## src/rtl/adat_frame_deframer_if.sv

```systemverilog
// Bit-stream and deframed-output bundle between the NRZI decoder side and the ADAT deframer.
// A bit is transferred on any cycle with bit_en_i=1 and there is no backpressure. Every output is a registered
// level or a one-cycle pulse that follows the accepted bit by exactly one clock.
interface adat_frame_deframer_if;
  logic        bit_en_i;
  logic        bit_data_i;
  logic        bit_valid_i;
  logic [23:0] sample_o;
  logic [2:0]  channel_o;
  logic        sample_valid_o;
  logic [3:0]  user_bits_o;
  logic        frame_start_o;
  logic        locked_o;
  logic        sync_error_o;
  logic [1:0]  dbg_state_o;

  modport master (
    output bit_en_i, bit_data_i, bit_valid_i,
    input  sample_o, channel_o, sample_valid_o, user_bits_o,
    input  frame_start_o, locked_o, sync_error_o, dbg_state_o
  );

  modport slave (
    input  bit_en_i, bit_data_i, bit_valid_i,
    output sample_o, channel_o, sample_valid_o, user_bits_o,
    output frame_start_o, locked_o, sync_error_o, dbg_state_o
  );
endinterface

```

## src/rtl/adat_frame_deframer.sv

```systemverilog
// ADAT deframer: hunts for the 10-zero sync, strips the nibble separators, and emits the user bits
// and eight 24-bit samples for each 256-bit frame.
module adat_frame_deframer #(
  parameter int SYNC_ZEROS   = 10,
  parameter int NUM_CHANNELS = 8
) (
  input logic                  clk_i,
  input logic                  rst_ni,
  adat_frame_deframer_if.slave bus
);
  localparam logic [1:0] StHunt = 2'd0;
  localparam logic [1:0] StUser = 2'd1;
  localparam logic [1:0] StData = 2'd2;
  localparam logic [1:0] StSync = 2'd3;

  localparam logic [3:0] SyncZ    = 4'(SYNC_ZEROS);
  localparam logic [2:0] SepPos   = 3'd4;
  localparam logic [2:0] LastNib  = 3'd5;
  localparam logic [2:0] LastChan = 3'(NUM_CHANNELS - 1);

  logic [1:0]  state_q, state_d;
  logic [3:0]  zero_cnt_q, zero_cnt_d;
  logic [2:0]  bit_cnt_q, bit_cnt_d;
  logic [2:0]  nib_cnt_q, nib_cnt_d;
  logic [2:0]  chan_cnt_q, chan_cnt_d;
  logic [23:0] shift_q, shift_d;
  logic [23:0] sample_q, sample_d;
  logic [2:0]  channel_q, channel_d;
  logic        sample_valid_q, sample_valid_d;
  logic [3:0]  user_bits_q, user_bits_d;
  logic        frame_start_q, frame_start_d;
  logic        locked_q, locked_d;
  logic        sync_error_q, sync_error_d;

  always_comb begin
    state_d        = state_q;
    zero_cnt_d     = zero_cnt_q;
    bit_cnt_d      = bit_cnt_q;
    nib_cnt_d      = nib_cnt_q;
    chan_cnt_d     = chan_cnt_q;
    shift_d        = shift_q;
    sample_d       = sample_q;
    channel_d      = channel_q;
    user_bits_d    = user_bits_q;
    locked_d       = locked_q;
    sample_valid_d = 1'b0;
    frame_start_d  = 1'b0;
    sync_error_d   = 1'b0;

    if (bus.bit_en_i) begin
      // Loss of decoder sync overrides any framing check on the same bit.
      if (!bus.bit_valid_i) begin
        state_d    = StHunt;
        locked_d   = 1'b0;
        zero_cnt_d = '0;
      end else begin
        case (state_q)
          StHunt: begin
            if (!bus.bit_data_i) begin
              if (zero_cnt_q != 4'hF) zero_cnt_d = zero_cnt_q + 4'd1;
            end else begin
              zero_cnt_d = '0;
              if (zero_cnt_q >= SyncZ) begin
                frame_start_d = 1'b1;
                state_d       = StUser;
                bit_cnt_d     = '0;
                nib_cnt_d     = '0;
                chan_cnt_d    = '0;
              end
            end
          end
          StUser: begin
            if (bit_cnt_q != SepPos) begin
              shift_d   = {shift_q[22:0], bus.bit_data_i};
              bit_cnt_d = bit_cnt_q + 3'd1;
            end else if (bus.bit_data_i) begin
              user_bits_d = shift_q[3:0];
              bit_cnt_d   = '0;
              state_d     = StData;
            end else begin
              sync_error_d = 1'b1;
              locked_d     = 1'b0;
              zero_cnt_d   = '0;
              state_d      = StHunt;
            end
          end
          StData: begin
            if (bit_cnt_q != SepPos) begin
              shift_d   = {shift_q[22:0], bus.bit_data_i};
              bit_cnt_d = bit_cnt_q + 3'd1;
            end else if (!bus.bit_data_i) begin
              sync_error_d = 1'b1;
              locked_d     = 1'b0;
              zero_cnt_d   = '0;
              state_d      = StHunt;
            end else begin
              bit_cnt_d = '0;
              if (nib_cnt_q == LastNib) begin
                nib_cnt_d      = '0;
                sample_d       = shift_q;
                channel_d      = chan_cnt_q;
                sample_valid_d = 1'b1;
                chan_cnt_d     = chan_cnt_q + 3'd1;
                if (chan_cnt_q == LastChan) begin
                  zero_cnt_d = '0;
                  state_d    = StSync;
                end
              end else begin
                nib_cnt_d = nib_cnt_q + 3'd1;
              end
            end
          end
          default: begin // StSync
            if (!bus.bit_data_i) begin
              // One zero too many: preset the hunt count so the closing 1 still resyncs.
              if (zero_cnt_q == SyncZ) begin
                sync_error_d = 1'b1;
                locked_d     = 1'b0;
                zero_cnt_d   = SyncZ + 4'd1;
                state_d      = StHunt;
              end else begin
                zero_cnt_d = zero_cnt_q + 4'd1;
              end
            end else if (zero_cnt_q == SyncZ) begin
              frame_start_d = 1'b1;
              locked_d      = 1'b1;
              zero_cnt_d    = '0;
              bit_cnt_d     = '0;
              nib_cnt_d     = '0;
              chan_cnt_d    = '0;
              state_d       = StUser;
            end else begin
              sync_error_d = 1'b1;
              locked_d     = 1'b0;
              zero_cnt_d   = '0;
              state_d      = StHunt;
            end
          end
        endcase
      end
    end
  end

  always_ff @(posedge clk_i) begin
    if (!rst_ni) begin
      state_q        <= StHunt;
      zero_cnt_q     <= '0;
      bit_cnt_q      <= '0;
      nib_cnt_q      <= '0;
      chan_cnt_q     <= '0;
      shift_q        <= '0;
      sample_q       <= '0;
      channel_q      <= '0;
      sample_valid_q <= 1'b0;
      user_bits_q    <= '0;
      frame_start_q  <= 1'b0;
      locked_q       <= 1'b0;
      sync_error_q   <= 1'b0;
    end else begin
      state_q        <= state_d;
      zero_cnt_q     <= zero_cnt_d;
      bit_cnt_q      <= bit_cnt_d;
      nib_cnt_q      <= nib_cnt_d;
      chan_cnt_q     <= chan_cnt_d;
      shift_q        <= shift_d;
      sample_q       <= sample_d;
      channel_q      <= channel_d;
      sample_valid_q <= sample_valid_d;
      user_bits_q    <= user_bits_d;
      frame_start_q  <= frame_start_d;
      locked_q       <= locked_d;
      sync_error_q   <= sync_error_d;
    end
  end

  assign bus.sample_o       = sample_q;
  assign bus.channel_o      = channel_q;
  assign bus.sample_valid_o = sample_valid_q;
  assign bus.user_bits_o    = user_bits_q;
  assign bus.frame_start_o  = frame_start_q;
  assign bus.locked_o       = locked_q;
  assign bus.sync_error_o   = sync_error_q;
  assign bus.dbg_state_o    = state_q;
endmodule

```

## src/flat_wrapper.sv

```systemverilog
// flat-port wrapper written by rule: the top's interface ports become plain ports
module adat_frame_deframer_flat 
#(
  parameter int SYNC_ZEROS   = 10,
  parameter int NUM_CHANNELS = 8
)
  (clk_i, rst_ni, bus_bit_en_i, bus_bit_data_i, bus_bit_valid_i, bus_sample_o, bus_channel_o, bus_sample_valid_o, bus_user_bits_o, bus_frame_start_o, bus_locked_o, bus_sync_error_o, bus_dbg_state_o);
  adat_frame_deframer_if bus_i ();
  input logic clk_i;
  input logic rst_ni;
  input wire logic [$bits(bus_i.bit_en_i)-1:0] bus_bit_en_i;
  input wire logic [$bits(bus_i.bit_data_i)-1:0] bus_bit_data_i;
  input wire logic [$bits(bus_i.bit_valid_i)-1:0] bus_bit_valid_i;
  output wire logic [$bits(bus_i.sample_o)-1:0] bus_sample_o;
  output wire logic [$bits(bus_i.channel_o)-1:0] bus_channel_o;
  output wire logic [$bits(bus_i.sample_valid_o)-1:0] bus_sample_valid_o;
  output wire logic [$bits(bus_i.user_bits_o)-1:0] bus_user_bits_o;
  output wire logic [$bits(bus_i.frame_start_o)-1:0] bus_frame_start_o;
  output wire logic [$bits(bus_i.locked_o)-1:0] bus_locked_o;
  output wire logic [$bits(bus_i.sync_error_o)-1:0] bus_sync_error_o;
  output wire logic [$bits(bus_i.dbg_state_o)-1:0] bus_dbg_state_o;
  assign bus_i.bit_en_i = bus_bit_en_i;
  assign bus_i.bit_data_i = bus_bit_data_i;
  assign bus_i.bit_valid_i = bus_bit_valid_i;
  assign bus_sample_o = bus_i.sample_o;
  assign bus_channel_o = bus_i.channel_o;
  assign bus_sample_valid_o = bus_i.sample_valid_o;
  assign bus_user_bits_o = bus_i.user_bits_o;
  assign bus_frame_start_o = bus_i.frame_start_o;
  assign bus_locked_o = bus_i.locked_o;
  assign bus_sync_error_o = bus_i.sync_error_o;
  assign bus_dbg_state_o = bus_i.dbg_state_o;
  adat_frame_deframer #(.SYNC_ZEROS(SYNC_ZEROS), .NUM_CHANNELS(NUM_CHANNELS)) u_core (.clk_i(clk_i), .rst_ni(rst_ni), .bus(bus_i));
endmodule
```

## config.mk

```make
export PLATFORM = sky130hd
export DESIGN_NAME = adat_frame_deframer_flat
export DESIGN_NICKNAME = d
export VERILOG_FILES = /design/src/rtl/adat_frame_deframer_if.sv /design/src/rtl/adat_frame_deframer.sv /design/src/flat_wrapper.sv
export SDC_FILE = /design/constraint.sdc
export NUM_CORES = 1
export LEC_CHECK = 0
export CAP_MARGIN = 20
export CORE_MARGIN = 2
export CORE_UTILIZATION = 40
export DETAILED_ROUTE_END_ITERATION = 10
export SETUP_SLACK_MARGIN = 0.2
export SLEW_MARGIN = 30
export SYNTH_ARGS = -nofsm -noshare
export SYNTH_HDL_FRONTEND = slang
export SYNTH_SLANG_ARGS = --single-unit
```

## constraint.sdc

```tcl
create_clock -name clk_i -period 2.15 [get_ports clk_i]
set_input_delay 0.43 -clock clk_i [delete_from_list [all_inputs] [get_ports clk_i]]
set_output_delay 0.43 -clock clk_i [all_outputs]
set_load 0.05 [all_outputs]
```

=== After elaboration in Yosys (flattened, before gate mapping) ===
Cells that the tools add are included.

* Bits in registers: 74
* Latch bits: 0
* Bits in writable memories: 0
* ROM bits: 0
* Input port bits: 5
* Output and inout port bits: 37
* Logic and storage cells: 123
* Memories kept: 0

* $add $sub $neg: 4
* $mul: 0
* Divide/modulo/power cells: 0
* Order comparisons: 1
* Eq/ne operators: 24
* Shift-type cells: 0
* Mux-type cells: 57
* Bitwise operators: 7
* Reduce and logical (&&, ||, !) cells: 17

{| class="wikitable"
|+ Operator list
! operator !! count
|-
| 4-bit 2-to-1 mux || 11
|-
| 3-bit 2-to-1 mux || 12
|-
| 2-bit 2-to-1 mux || 11
|-
| 3-bit inequality test, second input constant || 7
|-
| 7-bit AND reduction || 3
|-
| 3-bit case mux with 3 select lines || 2
|-
| 4-bit by 3-bit inequality test with 1-bit output, second input constant || 4
|-
| 8-bit AND reduction || 2
|-
| 1-bit 2-to-1 mux || 15
|-
| 4-bit case mux with 3 select lines || 1
|-
| 5-bit AND reduction || 2
|-
| 3-bit by 1-bit adder with 3-bit output, second input constant || 3
|-
| 1-bit NOT || 7
|-
| 3-bit equality test, second input constant || 2
|-
| 2-bit inequality test, second input constant || 3
|-
| 1-bit case mux with 2 select lines || 3
|-
| 2-bit case mux with 3 select lines || 1
|-
| 3-bit case mux with 2 select lines || 1
|-
| 6-bit AND reduction || 1
|-
| 3-bit nonzero test || 2
|-
| 6-bit OR reduction || 1
|-
| 5-bit by 2-bit inequality test with 1-bit output, second input constant || 1
|-
| 4-bit by 1-bit adder with 4-bit output, second input constant || 1
|-
| 4-bit equality test, second input constant || 1
|-
| other kinds (11) || 13
|}

=== Longest topological paths before layout ===
* Depth after elaboration: 7
* Depth in mapped cells: 9
* Mapped depth without buffers: 8

=== Least setup slack after synthesis ===
OpenSTA, ideal clock, no wires.

* Kind: register to register
* Start point: register u_core.state_q[1] (netlist: u_core.bus.dbg_state_o[1])
* End point: register u_core.bit_cnt_q[2]
* Library setup time: 0.070 ns
* Data arrival time: 2.388 ns
* Data required time: 2.080 ns
* Slack: -0.308 ns
* Stages on the path, launching flop included: 7
* Buffers on the path: 0
* Clock period less this slack: 2.458 ns
* Cells stage by stage: dfxtp_1 -> inv_1 -> ha_1 -> a21bo_1 -> o31a_1 -> or4_1 -> a21oi_1

* Word-level cells in the longest chain between the ends: 4
* Elaborated cells on any way between the ends: 10
* Classes of those cells: eq/ne: 4; mux: 1; reduce/logical: 5

{| class="wikitable"
|+ Ends and longest elaborated chain
! element !! line !! source
|-
| start, declared || adat_frame_deframer.sv:21 || <nowiki>logic [1:0] state_q, state_d;</nowiki>
|-
| start signal, assigned || adat_frame_deframer.sv:146 || <nowiki>state_q <= StHunt;</nowiki>
|-
| start signal, assigned || adat_frame_deframer.sv:160 || <nowiki>state_q <= state_d;</nowiki>
|-
| 2-bit by 1-bit equality test with 1-bit output / 2-bit equality test (equally long branches) || adat_frame_deframer.sv:57 || <nowiki>case (state_q)</nowiki>
|-
| 2-bit OR reduction (no source line) || - ||
|-
| 3-bit nonzero test (no source line) / 2-bit nonzero test (equally long branches) || - ||
|-
| 7-bit AND reduction (no source line) || - ||
|-
| end signal, assigned || adat_frame_deframer.sv:162 || <nowiki>bit_cnt_q <= bit_cnt_d;</nowiki>
|-
| end, declared || adat_frame_deframer.sv:23 || <nowiki>logic [2:0] bit_cnt_q, bit_cnt_d;</nowiki>
|}

Several ways; a longest one is shown, not always the timed one.
A chain may end at the register's enable or synchronous reset.

=== Worst setup path after layout ===
* Start point: register u_core.state_q[1] (netlist: u_core.bus.dbg_state_o[1])
* End point: register u_core.bit_cnt_q[0]

Same word-level chain as after synthesis.

==> metrics.txt <==
status=finished clean; Worst R2R End=u_core.bit_cnt_q[0]$_SDFFE_PN0P_; Final Hold Viols=0; DRT antenna net count=0; initial antenna violation count=0; core area=slightly below 8000 µm²; largest net degree at the start of global routing=44; top post-synthesis cells by count=nand2_1, dfxtp_1, a21oi_1; sequential share of the synthesized area=46.4%; PwrDens=659 nW/µm²; Cells after Synth=404; Top Ports=42; fin. max-slew vios=0; Std-Cell Rows=32; GRT Util Overall=18.5%; CTS buffer count=9; Ant. Diodes=0; IO Port Bufs=41; Max clock buf depth=2; Critical Path Source=u_core.bus.dbg_state_o[1]$_SDFFE_PN0P_; Tcrit/Tclk final=89.7%; HP Class=reg2reg; Finished Core Util=53.9%; Finish-stage setup viols=0; die width=between 90 and 100 µm; ys flop type=dfxtp_1; Req. time, crit path=approximately 2.4 ns; Max VDD drop=around 270 µV; DRC errors left=0; CTS Hold Bufs=0; Crit path largest cell delay=0.40 ns; DP HPWL=5.08 mm; setup slack on the worst flop-to-flop path=0.22 ns; synth warn=0; vias=2,846; grt total ovfl=0; CP Cell Sequence=inv_4, ha_4, a21bo_4, o31a_1, or4_1, a21oi_1; Fmax achieved=0.518 GHz; critical path endpoint category=register; die height=93.4 µm; layout cell share with drive strength beyond 1=between 10% and 20%; drt first pass iters=4; asr flop ratio synth=0%; clk_lat worst skew=around 0.36 ns; gpl congestion=0.903; Synth Net Count=421; max_cap viols=0; final total power=2.74 mW; Synth area leader=dfxtp_1; clock sink total=74; area fraction of the dominant cell type after synthesis=46.4%; critical path's top delay family=compound AO/OA/AOI/OAI gates; Buffers & Inverters on Critical Path=1; unrepaired setup endpoints after global routing=yes; Clk Tree Root Cell=clkbuf_8; vias in the first global route=between 2k and 3k; syn avg cell area=7.91 µm²; Worst Tran Pin Value=0.518 ns; Leak=around 1.9 nW; first-pass GRT wire length=12.8 mm; Setup Skew=0.0155 ns; CP max FO=8; CP startpoint kind=register; Die ar.=8720 µm²; Initial Utilization=roughly two fifths; H-tree levels=3; WHS Path Cells=2; Yosys cell types=43; CP Class=reg2reg; CP Capture Point=u_core.bit_cnt_q[0]$_SDFFE_PN0P_; ranking of synthesized cells by area=dfxtp_1, nand2_1, a21oi_1; Final min period=1.93 ns; number of synthesized flops with an enable pin=0; Reg clk slew, reported paths=roughly 0.080 ns; Mapped Area=about 3200 µm²; Worst EP arrival=roughly 2.2 ns; FF+latch count, synth=74; crit path max-delay cell type=or4_1; Layout Area Growth over Synthesis=30.4%; Nets=470; number of cells on the critical path=6; total negative slack=0 ns; CTS tree=done; RR Startpoint=u_core.bus.dbg_state_o[1]$_SDFFE_PN0P_; most frequent cell after synthesis=nand2_1; wire per inst=approximately 13 µm; initial DRC count=roughly 140; FF-to-FF path depth=6; Slew HR=between 60 and 70%; drt via density=5.08; Routed WL=7.52 mm
[worst reg2reg max path: cells and delay by family, from the launching register on]
kind,cells,cell delay (ns)
flops,1,0.39
fa+ha+maj,1,0.31
compound gates,3,0.71
simple gates,1,0.40
buf+inv,1,0.05
[layout make-up]
class	count	area [µm²]
Fill cell	760	3560
Multi-Input combinational cell	292	1620
Sequential cell	74	1490
Timing Repair Buffer	64	654
Tap cell	102	128
Clock buffer	9	124
Clock inverter	7	103
Inverter	12	47.5
[repair_timing]
| action | 4_1_cts | 5_1_grt |
|---|---|---|
| buffers inserted | 0 | 5 |
| pin swaps | 0 | 2 |
| endpoints found under the setup margin | 12 | 86 |
| resized for setup | 10 | 32 |
| hold endpoints to repair | 0 | 0 |
[placed cells by master (no fill, tap or decap), types with 3 or more instances in the layout]
| cell | count |
|---|---|
| mux2i_1 | 12 |
| clkinv_4 | 3 |
| o31ai_1 | 3 |
| nand4b_1 | 3 |
| inv_1 | 9 |
| ha_1 | 8 |
| nand4_1 | 5 |
| nor2_1 | 15 |
| dfxtp_1 | 70 |
| nand3_1 | 9 |
| clkbuf_8 | 9 |
| buf_4 | 21 |
| o21bai_1 | 3 |
| o21ai_0 | 5 |
| nor3_1 | 3 |
| dlygate4sd2_1 | 9 |
| clkdlybuf4s50_1 | 9 |
| nand2_1 | 127 |
| dlymetal6s2s_1 | 23 |
| nand2b_1 | 4 |
| a21oi_1 | 59 |
[stage by stage]
stage / setup slack [ns] / instance area, µm² / hold WS, ns / cells
detailed placement: 0.0157 / 3820 / 0.446 / 539
CTS: 0.200 / 4040 / 0.457 / 555
floorplan: 0.234 / 3220 / 0.432 / 404
finish: 0.221 / 4170 / 0.450 / 560
global route: 0.143 / 4170 / 0.469 / 560
global placement: 0.0652 / 3820 / 0.442 / 539
[worst min-delay path by stage]
stage,from,end,slack (ns)
after floorplan,u_core.shift_q[23]$_SDFFE_PN0P_,u_core.bus.sample_o[23]$_SDFFE_PN0P_,0.43
after global routing,u_core.bus.sample_o[5]$_SDFFE_PN0P_,u_core.bus.sample_o[5]$_SDFFE_PN0P_,0.47
final,u_core.bus.sample_o[23]$_SDFFE_PN0P_,u_core.bus.sample_o[23]$_SDFFE_PN0P_,0.45
after CTS,u_core.bus.sample_o[23]$_SDFFE_PN0P_,u_core.bus.sample_o[23]$_SDFFE_PN0P_,0.46
after detailed placement,u_core.bus.sample_o[23]$_SDFFE_PN0P_,u_core.bus.sample_o[23]$_SDFFE_PN0P_,0.45
after global placement,u_core.bus.sample_o[20]$_SDFFE_PN0P_,u_core.bus.sample_o[20]$_SDFFE_PN0P_,0.44
[power by group]
group	switching (mW)	internal, mW
clock	0.567	0.665
combinational	0.0834	0.0543
sequential	0.00344	1.37
total	0.654	2.09
[metal layers]
metal,part of all wire [%],vias to the layer above,GRT usage [%]
met3,5.4,10,4.03
met4,1.5,0,8.21
met1,47,1296,24.7
met2,46,78,28.8
met5,0,-,0
li1,-,1462,-
[state kept, by name, indices dropped and copies added, names as in the netlist, 3 cells and up]
signal,flops
u_core.bus.sample_o,24
u_core.shift_q,24
u_core.bus.user_bits_o,4
u_core.zero_cnt_q,4
u_core.bit_cnt_q,3
u_core.bus.channel_o,3
u_core.chan_cnt_q,3
u_core.nib_cnt_q,3
[cell families (layout without fill, tap and decap cells)]
family                     Yosys count  count (layout)  synth area share, %
buffers and inverters               38              92                 4.62
DFF                                 74              74                 46.4
AOI/OAI and AO/OA                   82              82                 14.6
muxes                               13              13                 4.11
adders and majority gates           12              12                 4.70
xor gates and xnor gates             1               1                0.274
and+or+nand+nor                    184             184                 25.3
Note: power is estimated with default switching activity, not from simulation.
